**src/rtl/clock_set_ctrl.sv**
```systemverilog
// clock_set_ctrl: debounced three-button setting controller for the alarm clock.
// Edits hours then minutes in BCD and issues a held time/alarm load strobe.
`default_nettype none

module clock_set_ctrl #(
    parameter int DB_CYCLES = 20000,
    parameter int LD_HOLD   = 10
) (
    input  logic       clk,
    input  logic       reset,
    input  logic       btn_mode,
    input  logic       btn_inc,
    input  logic       btn_alm,
    input  logic [1:0] cur_h1,
    input  logic [3:0] cur_h0,
    input  logic [2:0] cur_m1,
    input  logic [3:0] cur_m0,
    output logic [1:0] H_set1,
    output logic [3:0] H_set0,
    output logic [2:0] M_set1,
    output logic [3:0] M_set0,
    output logic       LD_time,
    output logic       LD_alarm,
    output logic       edit_active,
    output logic [1:0] edit_field
);

    localparam int CW = (DB_CYCLES > 1) ? $clog2(DB_CYCLES) : 1;
    localparam int HW = (LD_HOLD > 1) ? $clog2(LD_HOLD) : 1;

    typedef enum logic [1:0] {
        S_IDLE   = 2'd0,
        S_EDIT_H = 2'd1,
        S_EDIT_M = 2'd2,
        S_LOAD   = 2'd3
    } state_t;

    // index 0 = inc, 1 = mode, 2 = alm
    logic [2:0] w_btn;
    logic [2:0] w_press;
    assign w_btn = {btn_alm, btn_mode, btn_inc};

    for (genvar i = 0; i < 3; i++) begin : g_btn
        logic [1:0]    r_sync;
        logic [CW-1:0] r_cnt;
        logic          r_db;
        logic          r_db_d;
        logic          r_pr;

        always_ff @(posedge clk or negedge reset) begin
            if (!reset) begin
                r_sync <= 2'b00;
                r_cnt  <= '0;
                r_db   <= 1'b0;
                r_db_d <= 1'b0;
                r_pr   <= 1'b0;
            end else begin
                r_sync <= {r_sync[0], w_btn[i]};
                r_db_d <= r_db;
                r_pr   <= r_db & ~r_db_d;
                if (r_sync[1] == r_db) begin
                    r_cnt <= '0;
                end else if (r_cnt == CW'(DB_CYCLES - 1)) begin
                    r_db  <= r_sync[1];
                    r_cnt <= '0;
                end else begin
                    r_cnt <= r_cnt + 1'b1;
                end
            end
        end

        assign w_press[i] = r_pr;
    end

    function automatic logic [5:0] f_inc_hour(input logic [1:0] h1, input logic [3:0] h0);
        logic [5:0] v;
        if (h0 > 4'd9 || h1 > 2'd2 || (h1 == 2'd2 && h0 >= 4'd3)) v = 6'h00;
        else if (h0 == 4'd9)                                     v = {h1 + 2'd1, 4'd0};
        else                                                      v = {h1, h0 + 4'd1};
        return v;
    endfunction

    function automatic logic [6:0] f_inc_min(input logic [2:0] m1, input logic [3:0] m0);
        logic [6:0] v;
        if (m0 > 4'd9 || m1 > 3'd5 || (m1 == 3'd5 && m0 == 4'd9)) v = 7'h00;
        else if (m0 == 4'd9)                                     v = {m1 + 3'd1, 4'd0};
        else                                                      v = {m1, m0 + 4'd1};
        return v;
    endfunction

    state_t        r_state, w_state;
    logic          r_target, w_target;       // 0 = time, 1 = alarm
    logic [5:0]    r_eh, w_eh;
    logic [6:0]    r_em, w_em;
    logic [5:0]    r_ah, w_ah;
    logic [6:0]    r_am, w_am;
    logic [HW-1:0] r_hold, w_hold;
    logic          w_alm, w_mode, w_inc;

    assign w_alm  = w_press[2];
    assign w_mode = w_press[1] & ~w_press[2];
    assign w_inc  = w_press[0] & ~w_press[1] & ~w_press[2];

    always_ff @(posedge clk or negedge reset) begin
        if (!reset) begin
            r_state  <= S_IDLE;
            r_target <= 1'b0;
            r_eh     <= '0;
            r_em     <= '0;
            r_ah     <= '0;
            r_am     <= '0;
            r_hold   <= '0;
        end else begin
            r_state  <= w_state;
            r_target <= w_target;
            r_eh     <= w_eh;
            r_em     <= w_em;
            r_ah     <= w_ah;
            r_am     <= w_am;
            r_hold   <= w_hold;
        end
    end

    always_comb begin
        w_state  = r_state;
        w_target = r_target;
        w_eh     = r_eh;
        w_em     = r_em;
        w_ah     = r_ah;
        w_am     = r_am;
        w_hold   = r_hold;
        case (r_state)
            S_IDLE: begin
                if (w_alm) begin
                    w_state  = S_EDIT_H;
                    w_target = 1'b1;
                    w_eh     = r_ah;
                    w_em     = r_am;
                end else if (w_mode) begin
                    w_state  = S_EDIT_H;
                    w_target = 1'b0;
                    w_eh     = {cur_h1, cur_h0};
                    w_em     = {cur_m1, cur_m0};
                end
            end
            S_EDIT_H: begin
                if (w_alm)       w_state = S_IDLE;
                else if (w_mode) w_state = S_EDIT_M;
                else if (w_inc)  w_eh    = f_inc_hour(r_eh[5:4], r_eh[3:0]);
            end
            S_EDIT_M: begin
                if (w_alm) begin
                    w_state = S_IDLE;
                end else if (w_mode) begin
                    w_state = S_LOAD;
                    w_hold  = '0;
                    if (r_target) begin
                        w_ah = r_eh;
                        w_am = r_em;
                    end
                end else if (w_inc) begin
                    w_em = f_inc_min(r_em[6:4], r_em[3:0]);
                end
            end
            default: begin
                // LOAD: presses are dropped while the strobe is held
                if (r_hold == HW'(LD_HOLD - 1)) w_state = S_IDLE;
                else                             w_hold  = r_hold + 1'b1;
            end
        endcase
    end

    assign H_set1      = r_eh[5:4];
    assign H_set0      = r_eh[3:0];
    assign M_set1      = r_em[6:4];
    assign M_set0      = r_em[3:0];
    assign LD_time     = (r_state == S_LOAD) && !r_target;
    assign LD_alarm    = (r_state == S_LOAD) &&  r_target;
    assign edit_active = (r_state == S_EDIT_H) || (r_state == S_EDIT_M);
    assign edit_field  = (r_state == S_EDIT_H) ? 2'd1 :
                         (r_state == S_EDIT_M) ? 2'd2 : 2'd0;

endmodule

`default_nettype wire
```
**config.mk**
```make
export PLATFORM = sky130hd
export DESIGN_NAME = clock_set_ctrl
export DESIGN_NICKNAME = d
export VERILOG_FILES = /design/src/rtl/clock_set_ctrl.sv
export SDC_FILE = /design/constraint.sdc
export NUM_CORES = 1
export LEC_CHECK = 0
export CAP_MARGIN = 20
export CORE_MARGIN = 2
export CORE_UTILIZATION = 30
export CTS_BUF_LIST = sky130_fd_sc_hd__clkbuf_8
export DETAILED_ROUTE_END_ITERATION = 7
export GPL_TIMING_DRIVEN = 0
export SLEW_MARGIN = 30
export SYNTH_ARGS = -nofsm -noshare
export SYNTH_HDL_FRONTEND = slang
export SYNTH_SLANG_ARGS = --single-unit
```
**constraint.sdc**
```tcl
create_clock -name clk -period 2.2 [get_ports clk]
set_input_delay 0.44 -clock clk [delete_from_list [all_inputs] [get_ports clk]]
set_output_delay 0.44 -clock clk [all_outputs]
set_load 0.02 [all_outputs]
```
==> results of run 1 <==
[registers in the layout (all words and copies together), names as in the netlist]
signal	cells
g_btn.r_cnt	45
g_btn.r_db	3
g_btn.r_db_d	3
g_btn.r_pr	3
g_btn.r_sync	6
r_ah	6
r_am	7
r_eh	6
r_em	7
r_hold	4
r_state	2
r_target	1
[kinds of logic (layout without fill, tap and decap cells)]
family / after synthesis / after routing
AOI/OAI and AO/OA: 60 / 60
adders and majority gates: 14 / 14
xor gates and xnor gates: 40 / 40
buffers and inverters: 34 / 87
muxes: 33 / 33
and+or+nand+nor: 174 / 174
DFF: 93 / 93
[cell usage after synthesis (12+ instances only)]
cell type / instances / area [um^2]
mux2_2: 16 / 180
nand4_1: 16 / 100
xor2_1: 24 / 210
mux2i_1: 16 / 160
dfrtp_1: 93 / 2330
nand3_1: 14 / 70.1
inv_1: 16 / 60.1
nor2_1: 52 / 195
ha_1: 14 / 175
clkbuf_1: 12 / 45.0
o21ai_0: 16 / 80.1
xnor2_1: 16 / 140
nand2_1: 28 / 105
[layout make-up]
class	instances	area (um^2)	area share [%]
Timing Repair Buffer	38	398	7.15
Inverter	16	60.1	1.08
Sequential cell	93	2330	41.8
Buffer	17	80.1	1.44
Multi-Input combinational cell	321	2250	40.4
Clock buffer	11	151	2.72
Clock inverter	5	35.0	0.630
Tap cell	211	264	4.75
[cell usage in the layout, fill, tap and decap left out, drive strengths merged, types with 2 or more instances in the layout]
cell	n
nor4bb	2
and2	7
nor2	52
dlygate4sd2	3
clkbuf	22
nor4	5
clkinv	4
nand2b	3
o31ai	2
or3	4
xnor2	16
o32ai	2
a22oi	2
nor3	11
a21oi	11
o21ai	16
nand3	14
o32a	3
a31oi	3
ha	14
and3b	2
o22ai	6
clkdlybuf4s50	29
and4b	3
or2	2
mux2	17
inv	16
nand2	28
buf	9
mux2i	16
nand4	16
nor2b	6
and3	8
dlymetal6s2s	2
dfrtp	93
o21a	2
xor2	24
and4	6
a2111o	2
[worst reg2reg max path, stage by stage, from the launching register on]
cell and delay (ns):
dfrtp_1 0.42, inv_1 0.12, ha_1 0.33, nor2b_1 0.12, a22oi_2 0.46, buf_4 0.20
mux2_2 0.32
[repair_timing]
item,in CTS,in global routing
endpoints found under the hold margin,27,0
pin swaps,0,1
gates resized for setup,6,6
endpoints found under the setup margin,6,23
setup buffers,0,1
hold buffers,1,0
[power by group]
group          total [mW]  internal [mW]  leakage (nW)  switching (mW)
Clock                1.07          0.472        0.0953           0.599
Sequential           1.75           1.73          1.24          0.0181
Combinational       0.154         0.0683          1.08          0.0852
Total                2.97           2.27          2.42           0.702
[routing by layer]
metal | GRT usage (%) | wire (um) | vias up | share of wire [%]
met2 | 19.5 | 4480 | 66 | 47
met4 | 4.48 | 121 | 0 | 1.3
met1 | 16.2 | 4420 | 1690 | 47
li1 | - | - | 1680 | -
met5 | 0 | 0 | - | 0
met3 | 3.62 | 436 | 9 | 4.6
[metrics by stage]
stage	power [mW]	utilization, %	instances	setup slack (ns)	cell area [um^2]
after floorplan	1.84	-	448	0.221	4690
after global placement	1.93	34.7	694	-2.79	5300
after detailed placement	1.94	34.9	695	-0.0660	5330
after CTS	3.04	36.3	712	0.0326	5540
after global routing	3.13	36.4	712	0.00131	5560
final	2.97	36.4	712	0.110	5560
[worst max-delay path by stage]
stage / cells past startpoint / end / slack [ns] / from
final: 6 / r_eh[3] / 0.11 / r_state[1]
after global routing: 6 / r_eh[3] / 0.001 / r_state[1]
after CTS: 6 / r_em[5] / 0.03 / r_state[0]
after detailed placement: 6 / r_eh[5] / -0.07 / r_state[0]
after global placement: 1 / g_btn[2].r_cnt[9] / -2.79 / reset
after floorplan: 6 / r_eh[5] / 0.22 / r_state[0]
==> metrics.txt, run 1 <==
worst min path class=flip-flop to flip-flop; clock buffer depth=2; wire per inst=13.3 um; Vias/cell=a little under 5; Setup violations, final=0; Syn Nets=between 400 and 500; share of cells above drive strength 1=between 10% and 20%; ys flop type=dfrtp_1; number of synthesized flops with an enable pin=0; core area=roughly 15,000 um^2; Placement Rows=45; max cap viols=0; CP bufs+invs=2; initial core utilization=between 30 and 40%; crit path DAT=about 2.3 ns; GPL Wtd Cong=0.827; synthesized flop and latch total=93; Mapped Area=4690 um^2; Leakage Power=2.42 nW; Seq/Total Area, Yosys=49.7%; Final Cycle Share=95.0%; initial antenna violation count=0; simple-gate share of the synthesized area=19.7%; post-synthesis mux area share=7.58%; r2r endpoint=r_eh[3]; RSZ-0062 raised after global routing=no; number of library cell types mapped by synthesis=56; via count=3,445; yosys warns=0; CP endpoint kind=flip-flop; Pwr Density=roughly 530 nW/um^2; Max Clk Rate=479 MHz; Die Area=16,600 um^2; CP peak stage delay=0.46 ns; Post-DP HPWL=6580 um; WHS Path Cells=0; critical path's slowest cell=a22oi_2; Initial DRC Count=317; largest net degree at the start of global routing=67; Critical Path Source Type=flip-flop; area delta synth->final=18.7%; Critical R2R Launch=r_state[1]; Worst R2R Setup Slack=0.11 ns; Total GRT Usage=between 10% and 20%; H-tree lvl count=3; n_diodes=0; final slew viol count=0; Tightest Pin Transition=approximately 0.54 ns; largest family of logic cells by synthesized area=simple AND/OR/NAND/NOR gates; Rel. slew slack=64.0%; critical path class=flip-flop to flip-flop; DRC Markers=0; CP Max Fanout=9; setup TNS=0 ns; post-synthesis compound-gate area fraction=8.79%; DRT Pass-1 Iters=5; Post-synth ARST share=between 90% and 100%; Worst-path clk slew=0.08 ns; WP data required=2.45 ns; Vert. Die Dim=around 130 um; final wirelength=9460 um; synthesized instance count=448; cell breakdown of the critical path=inv_1 > ha_1 > nor2b_1 > a22oi_2 > buf_4 > mux2_2; skew final=roughly 0.011 ns; cts bufs inserted=9; Routed Antenna Nets=0; Root Driver=clkbuf_8; syn avg cell area=10.5 um^2; nets@finish=528; vias in the first global route=3,364; Post-Synth XOR/XNOR Area=7.48%; worst vdd rail ir drop=0.253 mV; Tmin final=2.09 ns; num ports=36; Adder-Cell Fraction of Synth Area=3.74%; PortBufs=35; hold_ws=between 0.3 and 0.4 ns; hold path startpoint=g_btn[2].r_sync[0]; top cell family by delay on the critical path=compound AO/OA/AOI/OAI gates; TritonCTS clock tree=yes; Final Hold Violating Endpoints=0; R2R cell count=6; Die X=129 um; worst skew pair latency=0.37 ns; Sink Count=93; remaining global-route overflow=0; fillcell total=1,525; status=completed; first-pass GRT wire length=16,400 um; Hold Path End=g_btn[2].r_sync[1]
Note: power is estimated with default switching activity, not from simulation.
==> run 2, diff against run 1 <==
--- a/config.mk
+++ b/config.mk
@@ -11,6 +11,7 @@
 export CTS_BUF_LIST = sky130_fd_sc_hd__clkbuf_8
 export DETAILED_ROUTE_END_ITERATION = 7
 export GPL_TIMING_DRIVEN = 0
+export SKIP_LAST_GASP = 1
 export SLEW_MARGIN = 30
 export SYNTH_ARGS = -nofsm -noshare
 export SYNTH_HDL_FRONTEND = slang
==> metrics.txt, run 2 (synthesis results as in run 1) <==
status=completed; TritonCTS clock tree=yes; Final Hold Violating Endpoints=0; first-pass GRT wire length=~16,000 um; CP bufs+invs=1; CP endpoint kind=flip-flop; fillcell total=1,527; final worst setup slack=0.141 ns; Tmin final=roughly 2.1 ns; RSZ-0062 raised after global routing=no; wire per inst=roughly 13 um; Initial DRC Count=274; n_diodes=0; Tightest Pin Transition=between 0.5 and 0.6 ns; largest registers=g_btn.r_cnt: 45 flops, r_am: 7 flops, r_em: 7 flops; area delta synth->final=18.6%; GPL Wtd Cong=0.827; most flop-heavy register=g_btn.r_cnt; Critical Path Source Type=flip-flop; WP data required=roughly 2.5 ns; CP Max Fanout=9; top cell family by delay on the critical path=compound AO/OA/AOI/OAI gates; Setup violations, final=0; share of cells above drive strength 1=between 10 and 15%; vias in the first global route=roughly 3,400; buffer count from post-CTS setup fixing=0; most frequent cells in the layout=93 x dfrtp_1, 51 x nor2_1, 29 x clkdlybuf4s50_1; Vert. Die Dim=129 um; Post-DP HPWL=approximately 6600 um; area occupied by multi-input gates=2250 um^2; core area=roughly 15,000 um^2; CP peak stage delay=0.42 ns; worst vdd rail ir drop=0.252 mV; Worst R2R Setup Slack=0.14 ns; remaining global-route overflow=0; num ports=36; Root Driver=clkbuf_8; worst skew pair latency=between 0.3 and 0.4 ns; via count=roughly 3,500; initial core utilization=30.7%; FF/Latch Area=2330 um^2; Sink Count=93; worst min path class=flip-flop to flip-flop; critical path class=flip-flop to flip-flop; Final Cycle Share=between 90% and 100%; DRT Pass-1 Iters=4; max FFs per register=45; Placement Rows=45; worst slack, placed=-0.0660 ns; crit path DAT=2.31 ns; final std cell area, no fill=5560 um^2; critical path's slowest cell=dfrtp_1; initial antenna violation count=0; Max Clk Rate=approximately 490 MHz; Routed Antenna Nets=0; final wirelength=9480 um; largest net degree at the start of global routing=67; Leakage Power=between 2 and 2.5 nW; commonest non-fill, non-tap cell in the layout=dfrtp_1; clock buffer depth=2; Worst-path clk slew=0.08 ns; Pwr Density=~540 nW/um^2; Rel. slew slack=64.2%; Total GRT Usage=12.4%; Vias/cell=around 5; nets@finish=527; final slew viol count=0; Area after DPL=~5300 um^2; cell breakdown of the critical path=inv_1 > ha_2 > nor4b_4 > a22oi_2 > a31oi_2 > mux2_2; skew final=0.00941 ns; DRC Markers=0; cts bufs inserted=9; PortBufs=35; H-tree lvl count=3; Die X=129 um; max cap viols=0; Die Area=16,600 um^2
run 2: cell count changes in the layout (fill, tap and decap cells not counted):
| cell | delta |
|---|---|
| buf_4 | -1 |
| dlygate4sd2_1 | -1 |
| dlymetal6s2s_1 | +1 |
run 2: final cells by class:
type	count	area share [%]
clock buffers	11	2.72
inverters	16	1.08
flip-flops and latches	93	41.9
clock inverters	5	0.630
repair buffers	37	7.09
well taps	211	4.75
plain buffers	17	1.44
multi-input cells	321	40.4
run 2: report_power, final:
group / internal [mW] / switching [mW]
Sequential: 1.73 / 0.0183
Clock: 0.472 / 0.601
Combinational: 0.0684 / 0.0852
run 2: per-layer routing:
metal  vias up  track usage [%]  share of wire, %
met5         -                0                 0
met4         0             4.48               1.4
met3        11             3.62               4.4
met2        69             19.5                47
met1      1695             16.2                47
li1       1678                -                 -
run 2: worst paths after layout:
check | start | endpoint | depth (start not counted)
worst max-delay path | r_state[0] | r_eh[5] | 6
worst min-delay path | g_btn[2].r_sync[0] | g_btn[2].r_sync[1] | 0
worst max register to register | r_state[0] | r_eh[5] | 6
worst min register to register | g_btn[2].r_sync[0] | g_btn[2].r_sync[1] | 0
max in group asynchronous | reset | g_btn[0].r_cnt[13] | 3
min in group asynchronous | reset | r_am[3] | 2
run 2: repair_timing:
| item | 4_1_cts | 5_1_grt |
|---|---|---|
| hold buffers | 1 | 0 |
| endpoints found under the hold margin | 27 | 0 |
| setup endpoints to repair | 6 | 24 |
| gates resized for setup | 5 | 7 |
run 2: through the flow:
| step | setup TNS (ns) | instances | hold slack, ns | total power, mW | utilization, % |
|---|---|---|---|---|---|
| after floorplan | 0 | 448 | 0.144 | 1.84 | - |
| after global placement | -258.60 | 694 | 0.336 | 1.93 | 34.7 |
| after detailed placement | -0.127 | 695 | 0.337 | 1.94 | 34.9 |
| after CTS | -0.102 | 712 | 0.361 | 3.04 | 36.3 |
| after global routing | 0 | 711 | 0.374 | 3.13 | 36.4 |
| final | 0 | 711 | 0.356 | 2.97 | 36.4 |
==> edit, RTL diff (config.mk and constraints of run 2) <==
Encoding of `state_t`: now one-hot (4 bits for 4 states).
--- a/src/rtl/clock_set_ctrl.sv
+++ b/src/rtl/clock_set_ctrl.sv
@@ -30,7 +30,7 @@
 
-    typedef enum logic [1:0] {
-        S_IDLE   = 2'd0,
-        S_EDIT_H = 2'd1,
-        S_EDIT_M = 2'd2,
-        S_LOAD   = 2'd3
+    typedef enum logic [3:0] {
+        S_IDLE   = 4'b0001,
+        S_EDIT_H = 4'b0010,
+        S_EDIT_M = 4'b0100,
+        S_LOAD   = 4'b1000
     } state_t;
Behaviour: no difference found for any inputs over 10 cycles, from zero or initial values and one cycle with reset low; not proved beyond that.
==> edit against run 2 <==
- clock skew fell by 2.2 ps
- the run now ends with setup timing left
- register-to-register slack got worse by 90 ps
- design area rose by 5.5%
- synthesized cell count rose by 4.5%
- routed wire length rose by 4.5%
- die area rose by 3.3%
- sequential cell count rose by 2
- highest routed layer unchanged
- power rose by 7.9%
- synthesized area rose by 3.4%
- largest cell class unchanged
- setup slack got worse by 180 ps
- via count rose by 5.4%
==> edit: results (changes against run 2) <==
Hold EP=g_btn[2].r_sync[1]$_DFF_PN0_; Yosys cell types=64 (+14%); Final nets=547 (+3.8%); share of layout cells above drive strength 1=0.1314 (+0.02143); maximum vdd drop=0.4258 mV (+69%); r2r worst-path depth=4 (-2); DP Worst Slack=-461.5 ps (-395.6 ps); r2r endpoint=r_em[4]$_DFFE_PN0P_; Area after DPL=0.005493 mm^2 (+3.1%); Worst R2R Start=r_state[3]$_DFFE_PN0P_; Clock Path Buffers=2 (unchanged); Worst-Skew Late Latency=360 ps; worst hold path class=flip-flop to flip-flop; register area share after synthesis=0.4911 (-0.005575); WL final=9908 um (+4.5%); Lkg Pwr=2.459 nW (+1.2%); vias per inst=4.911 (+1.1%); Non-Filler Instances=741 (+4.2%); Post-Route Skew=7.232 ps (-2.178 ps); layout filler cell count=1542 (+0.98%); number of diodes=0 (unchanged); Largest regs=g_btn.r_cnt (45), r_am (7), r_em (7); worst hold path depth=0 (unchanged); crit path DAT=1800 ps (-510 ps); gr usage total=0.1222 (-0.001443); list of most frequent post-synthesis cells=dfrtp_1, nor2_1, nand2_1, xnor2_1; worst setup margin=-38.68 ps (-179.9 ps); hold_sp=g_btn[2].r_sync[0]$_DFF_PN0_; HPWL after DPL=6905 um (+4.9%); first-pass GRT wire length=16860 um (+3.1%); worst reg2reg setup slack=50 ps (-90 ps); endpoints failing setup=1 (+1); 1st-iter DRT viols=187 (-32%); violations in the final reports=setup timing; DRT Pass-1 Iters=4 (unchanged); vias in the first global route=3568 (+6.1%); dpl cells=720 (+3.6%); setup_tns=-38.68 ps (-38.68 ps); Setup crit start kind=flip-flop; htree depth=3 (unchanged); syn_nets=495 (+3.1%); ranking of synthesized cells by area=dfrtp_1, xnor2_1, nor2_1; outcome=finished, violations left; largest net degree at the start of global routing=73 (+9.0%); clock-pin slew on the worst setup and hold paths=90 ps; Critical Path End=edit_field[1]; worst-path fanout max=7 (-2); clk root buf=clkbuf_8; Final Hold Slack=360.2 ps (+3.974 ps); gpl congestion=0.8135 (-1.6%); Slew @ Worst Pin=582.0 ps (+45.29 ps); Gate Count Post-Synth=468 (+4.5%)
[edit: changes by cell type after synthesis, moves of 6 or more]
cell,run 2,this run
xor2_1,24,15
nand3_1,14,20
xnor2_1,16,27
mux2_1,0,16
nor4_1,5,14
mux2_2,16,8
o21ai_0,16,7
[edit: repair_timing]
item                       4_1_cts  5_1_grt
setup endpoints to repair       26       43
pin swaps                        1        2
hold endpoints to repair        22        0
setup buffers                    5        8
gates resized for setup         33       20
hold buffers                     1        0
[edit: cell type report]
type	count	area (um^2)	area share
repair buffers	50	488.0	0.08324
flip-flops and latches	95	2382	0.4064
inverters	22	95.09	0.01622
plain buffers	9	66.31	0.01131
multi-input cells	333	2337	0.3987
clock inverters	6	85.08	0.01451
clock buffers	10	137.6	0.02348
well taps	216	270.3	0.04610
[edit: layer usage]
metal  global-route usage  vias up  part of all wire
li1                     -     1782                 -
met1               0.1582     1798              0.47
met2               0.2073       47              0.49
met3              0.02922       12             0.030
met4              0.02941        0             0.010
met5                    0        -                 0
[edit: kinds of logic (layout without fill, tap and decap cells)]
family / Yosys count / after routing / synth area share
compound gates: 63 / 63 / 0.09145
xor+xnor: 42 / 42 / 0.07595
fa+ha+maj: 9 / 9 / 0.02325
buf+inv: 40 / 97 / 0.03616
flops: 95 / 95 / 0.4911
mux: 35 / 35 / 0.07853
simple gates: 184 / 184 / 0.2036
[edit: power breakdown]
group	internal (mW)	switching (mW)	total, mW
sequential	1.76	0.0230	1.79
clock	0.667	0.610	1.28
combinational	0.0640	0.0784	0.142
total	2.50	0.712	3.21
[edit: worst max-delay path, stage by stage, from the launching register on]
cell and delay (ps):
dfrtp_2 440, or4b_4 550, buf_8 160, inv_6 60, buf_6 110, buf_6 110
